`config.mk`:
```
export PLATFORM = sky130hd
export DESIGN_NAME = load_ext_pipe
export DESIGN_NICKNAME = d
export VERILOG_FILES = /design/src/rtl/load_ext_pipe.sv
export SDC_FILE = /design/constraint.sdc
export NUM_CORES = 1
export LEC_CHECK = 0
export CORE_MARGIN = 1.5
export CORE_UTILIZATION = 35
export CTS_CLUSTER_DIAMETER = 40
export CTS_CLUSTER_SIZE = 16
export DETAILED_ROUTE_END_ITERATION = 8
export PLACE_DENSITY_LB_ADDON = 0.15
export SLEW_MARGIN = 20
export SYNTH_ARGS = -nofsm -noshare
export SYNTH_HDL_FRONTEND = slang
export SYNTH_SLANG_ARGS = --single-unit
```
`constraint.sdc`:
```
create_clock -name clk -period 3.6 [get_ports clk]
set_clock_uncertainty 0.15 [all_clocks]
set_input_delay 0.54 -clock clk [delete_from_list [all_inputs] [get_ports clk]]
set_output_delay 0.54 -clock clk [all_outputs]
set_load 0.01 [all_outputs]
```
`src/rtl/load_ext_pipe.sv`:
```
// Load-data extension for the memory-to-writeback path: sign/zero extension,
// lwl/lwr merges and misalignment flagging, followed by a 2-entry in-order skid buffer.
module load_ext_pipe #(
  parameter int DATA_W = 32,
  parameter int TAG_W = 5,
  parameter int CNT_W = 16,
  localparam int ADDR_W = $clog2(DATA_W / 8)
) (
  input  logic              clk,
  input  logic              reset,
  input  logic              in_valid,
  output logic              in_ready,
  input  logic [ADDR_W-1:0] in_addr,
  input  logic [DATA_W-1:0] in_din,
  input  logic [DATA_W-1:0] in_old,
  input  logic [3:0]        in_econ,
  input  logic [TAG_W-1:0]  in_tag,
  output logic              out_valid,
  input  logic              out_ready,
  output logic [DATA_W-1:0] out_dout,
  output logic              out_err,
  output logic [TAG_W-1:0]  out_tag,
  output logic [CNT_W-1:0]  err_cnt,
  input  logic              err_cnt_clr
);

  localparam logic [CNT_W-1:0] CNT_MAX = '1;

  // Widen the low n bits of v to DATA_W, filling the upper bits with ones when neg is set.
  function automatic logic [DATA_W-1:0] ext_val(input logic [31:0] v, input logic [5:0] n,
                                                input logic neg);
    logic [DATA_W-1:0] hi_mask;
    logic [DATA_W-1:0] lo;
    hi_mask = {DATA_W{1'b1}} << n;
    lo      = DATA_W'(v) & ~hi_mask;
    ext_val = neg ? (lo | hi_mask) : lo;
  endfunction

  function automatic logic [31:0] merge_lwl(input logic [31:0] w, input logic [31:0] o,
                                            input logic [1:0] b);
    logic [4:0] sh;
    sh = {~b, 3'b000};
    merge_lwl = (w << sh) | (o & ((32'd1 << sh) - 32'd1));
  endfunction

  function automatic logic [31:0] merge_lwr(input logic [31:0] w, input logic [31:0] o,
                                            input logic [1:0] b);
    logic [4:0] sh;
    sh = {b, 3'b000};
    merge_lwr = (w >> sh) | (o & ~(32'hFFFF_FFFF >> sh));
  endfunction

  logic [31:0]       sh_lo;
  logic              lane_hi;
  logic [31:0]       lane;
  logic [31:0]       old_lo;
  logic [31:0]       merged;
  logic [DATA_W-1:0] ext_dout;
  logic              ext_bad;
  logic              push;
  logic              pop;

  // Stage p0: combinational extension of the presented load
  assign sh_lo   = 32'(in_din >> {in_addr, 3'b000});
  assign lane_hi = (DATA_W == 64) ? in_addr[ADDR_W-1] : 1'b0;
  assign lane    = 32'(in_din >> {lane_hi, 5'b00000});
  assign old_lo  = 32'(in_old);

  always_comb begin
    ext_dout = '0;
    ext_bad  = 1'b0;
    merged   = '0;
    case (in_econ)
      4'd0: begin
        ext_bad  = (in_addr != '0);
        ext_dout = in_din;
      end
      4'd1: ext_dout = ext_val({24'd0, sh_lo[7:0]}, 6'd8, 1'b0);
      4'd2: ext_dout = ext_val({24'd0, sh_lo[7:0]}, 6'd8, sh_lo[7]);
      4'd3: begin
        ext_bad  = in_addr[0];
        ext_dout = ext_val({16'd0, sh_lo[15:0]}, 6'd16, 1'b0);
      end
      4'd4: begin
        ext_bad  = in_addr[0];
        ext_dout = ext_val({16'd0, sh_lo[15:0]}, 6'd16, sh_lo[15]);
      end
      // At 32 bits the address is already word-granular, so these match code 0.
      4'd5: begin
        ext_bad  = (in_addr[1:0] != 2'd0);
        ext_dout = ext_val(sh_lo, 6'd32, 1'b0);
      end
      4'd6: begin
        ext_bad  = (in_addr[1:0] != 2'd0);
        ext_dout = ext_val(sh_lo, 6'd32, sh_lo[31]);
      end
      4'd7: begin
        merged   = merge_lwl(lane, old_lo, in_addr[1:0]);
        ext_dout = ext_val(merged, 6'd32, merged[31]);
      end
      4'd8: begin
        merged   = merge_lwr(lane, old_lo, in_addr[1:0]);
        ext_dout = ext_val(merged, 6'd32, merged[31]);
      end
      default: ext_bad = 1'b1;
    endcase
    if (ext_bad) ext_dout = '0;
  end

  logic [DATA_W-1:0] dout_p1 [2];
  logic              err_p1  [2];
  logic [TAG_W-1:0]  tag_p1  [2];
  logic [1:0]        count;
  logic              rd_ptr;
  logic              wr_ptr;
  logic              vld_p1;

  assign vld_p1    = (count != 2'd0);
  assign in_ready  = (count != 2'd2);
  assign out_valid = vld_p1;
  assign push      = in_valid & in_ready;
  assign pop       = vld_p1 & out_ready;

  // Stage p1: two-entry FIFO; outputs always reflect the head entry
  always_ff @(posedge clk) begin
    if (reset) begin
      count  <= 2'd0;
      rd_ptr <= 1'b0;
      wr_ptr <= 1'b0;
      for (int i = 0; i < 2; i++) begin
        dout_p1[i] <= '0;
        err_p1[i]  <= 1'b0;
        tag_p1[i]  <= '0;
      end
    end else begin
      if (push) begin
        dout_p1[wr_ptr] <= ext_dout;
        err_p1[wr_ptr]  <= ext_bad;
        tag_p1[wr_ptr]  <= in_tag;
        wr_ptr          <= ~wr_ptr;
      end
      if (pop) rd_ptr <= ~rd_ptr;
      case ({push, pop})
        2'b10:   count <= count + 2'd1;
        2'b01:   count <= count - 2'd1;
        default: count <= count;
      endcase
    end
  end

  assign out_dout = dout_p1[rd_ptr];
  assign out_err  = err_p1[rd_ptr];
  assign out_tag  = tag_p1[rd_ptr];

  // Clear wins over a coincident errored push.
  always_ff @(posedge clk) begin
    if (reset || err_cnt_clr) begin
      err_cnt <= '0;
    end else if (push && ext_bad && (err_cnt != CNT_MAX)) begin
      err_cnt <= err_cnt + 1'b1;
    end
  end

endmodule

```
==> summary.md <==
| Metric | Value |
|---|---|
| Met3 usage in global routing | 4.12% |
| Power Total | 3.54 mW |
| Syn_nets | 703 |
| Worst-case clock buffer depth | 2 |
| Worst rel slew slack | 31.4% |
| Register area share after synthesis | 43.8% |
| Pleak | 2.83 nW |
| Final ANT Viol Nets | 0 |
| Fin crit period | 3.10 ns |
| CTS Sinks | 97 |
| Die W | 136 um |
| Max Cap Viol | 0 |
| Htree depth | 3 |
| Ys flop type | edfxtp_1 |
| Hold Buf Count CTS | 0 |
| Worst Hold Class | flip-flop to flip-flop |
| Startpoint type of the worst setup path | input port |
| Nets | 829 |
| RSZ-0062 raised after global routing | false |
| Status | finished clean |
| M2 GR Usage | 35.8% |
| Vias in the first global route | 5473 |
| Syn_area_per_cell | 9.93 um^2 |
| Fill cells | 1604 |
| Setup_tns | 0 ns |
| Worst-path fanout max | 15 |
| WP data required | 3.53 ns |
| Worst vdd ir | 0.226 mV |
| DRT iter0 DRCs | 516 |
| GRT Total Usage | 21.7% |
| CTS tree | built |
| Synth top cells by count | edfxtp_1, nor2_1, nand2_1 |
| Core ar. | 17200 um^2 |
| Global route overflow | 0 |
| Post-synth EDFFs | 76 |
| Worst-Margin Slew | 1.03 ns |
| Remaining DRCs | 0 |
| Routed wire length | 19.5 mm |
| Max-slew violation count | 0 |
| Period utilisation layout | 86.0% |
| Global route hottest layer | met2 |
| Rows | 48 |
| Cts bufs inserted | 9 |
| P&R area growth vs syn | 30.5% |
| Yosys cell types | 68 |
| Final setup viols | 0 |
| IO Port Bufs | 135 |
| Power Density | 440 nW/um^2 |
| Post-CTS sizing | 0 |
| Yosys top cell area share | 37.0% |
| Die area | 18400 um^2 |
| Antenna Cells | 0 |
| Ys Warns | 0 |
| Area leader, netlist | edfxtp_1 |
| Async set-reset flop share out of synthesis | 0% |
| IO Count | 136 |
| Synth top area cells | edfxtp_1, mux2_2, dfxtp_1 |
| Crit end category | flip-flop |
| CTS Root Cell | clkbuf_16 |
| Global-route wire length before repair | 30.2 mm |
| Crit path kind | input port to flip-flop |
| Seq cells post-synth | 97 |
| Worst EP arrival | 3.02 ns |
| Number of detailed-route iterations in the first pass | 4 |
| Post-DR wirelength/cell | 20.0 um |
| Clock slew at reported path FFs | 0.07 ns |
| FF-to-FF setup slack | 1.13 ns |
| Worst-skew pair later-pin latency | 0.36 ns |
| # Post-CTS Setup Buffers | 0 |
| Layout cells sized above 1 | 14.9% |
| Largest net degree at the start of global routing | 39 |
| Final hold viol count | 0 |
| Fmax | 323 MHz |
| Post-synthesis cell area | 6170 um^2 |
| Vias/cell | 5.69 |
| Dpl hpwl | 14.5 mm |
| Syn Inst Count | 621 |
| Die Span Y | 136 um |
| Most frequent cell after synthesis | edfxtp_1 |
| Antenna violations before repair | 0 |
| GP Congestion | 0.896 |
| Met1 Use GR | 27.7% |
| Via count | 5555 |
| Starting density of the core | 35.8% |
-- cells in the final DEF (no fill, tap or decap), drive strengths merged, types with 21 or more instances in the layout --
cell           instances
a211oi                22
a21oi                 25
a31oi                 22
buf                   28
clkdlybuf4s50        133
dfxtp                 21
edfxtp                76
mux2                  52
mux2i                 23
nand2                 60
nor2                  73
o21ai                 25
-- routing by layer --
metal / part of all wire, % / up-vias
met4: 2.8 / 0
li1: - / 2625
met1: 43 / 2663
met2: 48 / 230
met5: 0 / -
met3: 6.2 / 37
-- registers in the layout (all words and copies together) (netlist names), named ones only --
signal,cells
count,2
dout_p1,64
err_cnt,16
err_p1,2
rd_ptr,1
tag_p1,10
wr_ptr,1
-- kinds of logic (layout without fill, tap and decap cells) --
kind of cell / Yosys count / after routing / share of synthesized area (%)
flip-flops: 97 / 97 / 43.8
buffers and inverters: 54 / 185 / 4.26
adder cells (fa/ha/maj): 2 / 2 / 0.406
XOR/XNOR: 5 / 5 / 0.710
AO/OA/AOI/OAI: 151 / 151 / 17.1
AND/OR/NAND/NOR: 232 / 232 / 18.6
multiplexers: 80 / 80 / 15.1
-- path summary, 6_finish.rpt --
| kind | start | endpoint | cells past startpoint |
|---|---|---|---|
| min | err_cnt[9]$_SDFFE_PP0P_ | err_cnt[9]$_SDFFE_PP0P_ | 2 |
| max reg2reg | count[0]$_SDFFE_PP0P_ | dout_p1[0][25]$_SDFFCE_PN0P_ | 4 |
| min reg2reg | err_cnt[9]$_SDFFE_PP0P_ | err_cnt[9]$_SDFFE_PP0P_ | 2 |
| max | in_econ[3] | dout_p1[1][23]$_SDFFCE_PN0P_ | 6 |
-- report_power, final --
part	total, mW	internal (mW)	switching [mW]
Combinational	1.23	0.644	0.589
Clock	0.905	0.470	0.435
Sequential	1.40	1.36	0.0443
-- critical path, stage by stage --
cell and delay, ns:
clkdlybuf4s50_1 0.78, inv_1 0.28, nand4_1 0.46, o221ai_1 0.21, a211oi_1 0.65, nor2_1 0.10
-- metrics by stage --
stage | area [um^2] | hold WS, ns | worst slack (ns) | utilization (%) | cells
after floorplan | 6170 | 0.317 | 0.454 | - | 621
after global placement | 7780 | 0.329 | 0.276 | 45.1 | 961
after detailed placement | 7780 | 0.346 | 0.220 | 45.1 | 961
after CTS | 8050 | 0.359 | 0.583 | 46.7 | 977
after global routing | 8050 | 0.397 | 0.358 | 46.7 | 977
final | 8050 | 0.357 | 0.504 | 46.7 | 977
-- layout make-up --
class / instances / area [um^2] / area share (%)
multi-input combinational: 470 / 3210 / 39.9
tap: 225 / 282 / 3.50
clock buffer: 10 / 229 / 2.85
timing repair buffer: 161 / 1550 / 19.2
inverter: 8 / 30.0 / 0.373
sequential: 97 / 2700 / 33.6
clock inverter: 6 / 42.5 / 0.529
No activity file was read; power rests on OpenSTA's default activity.
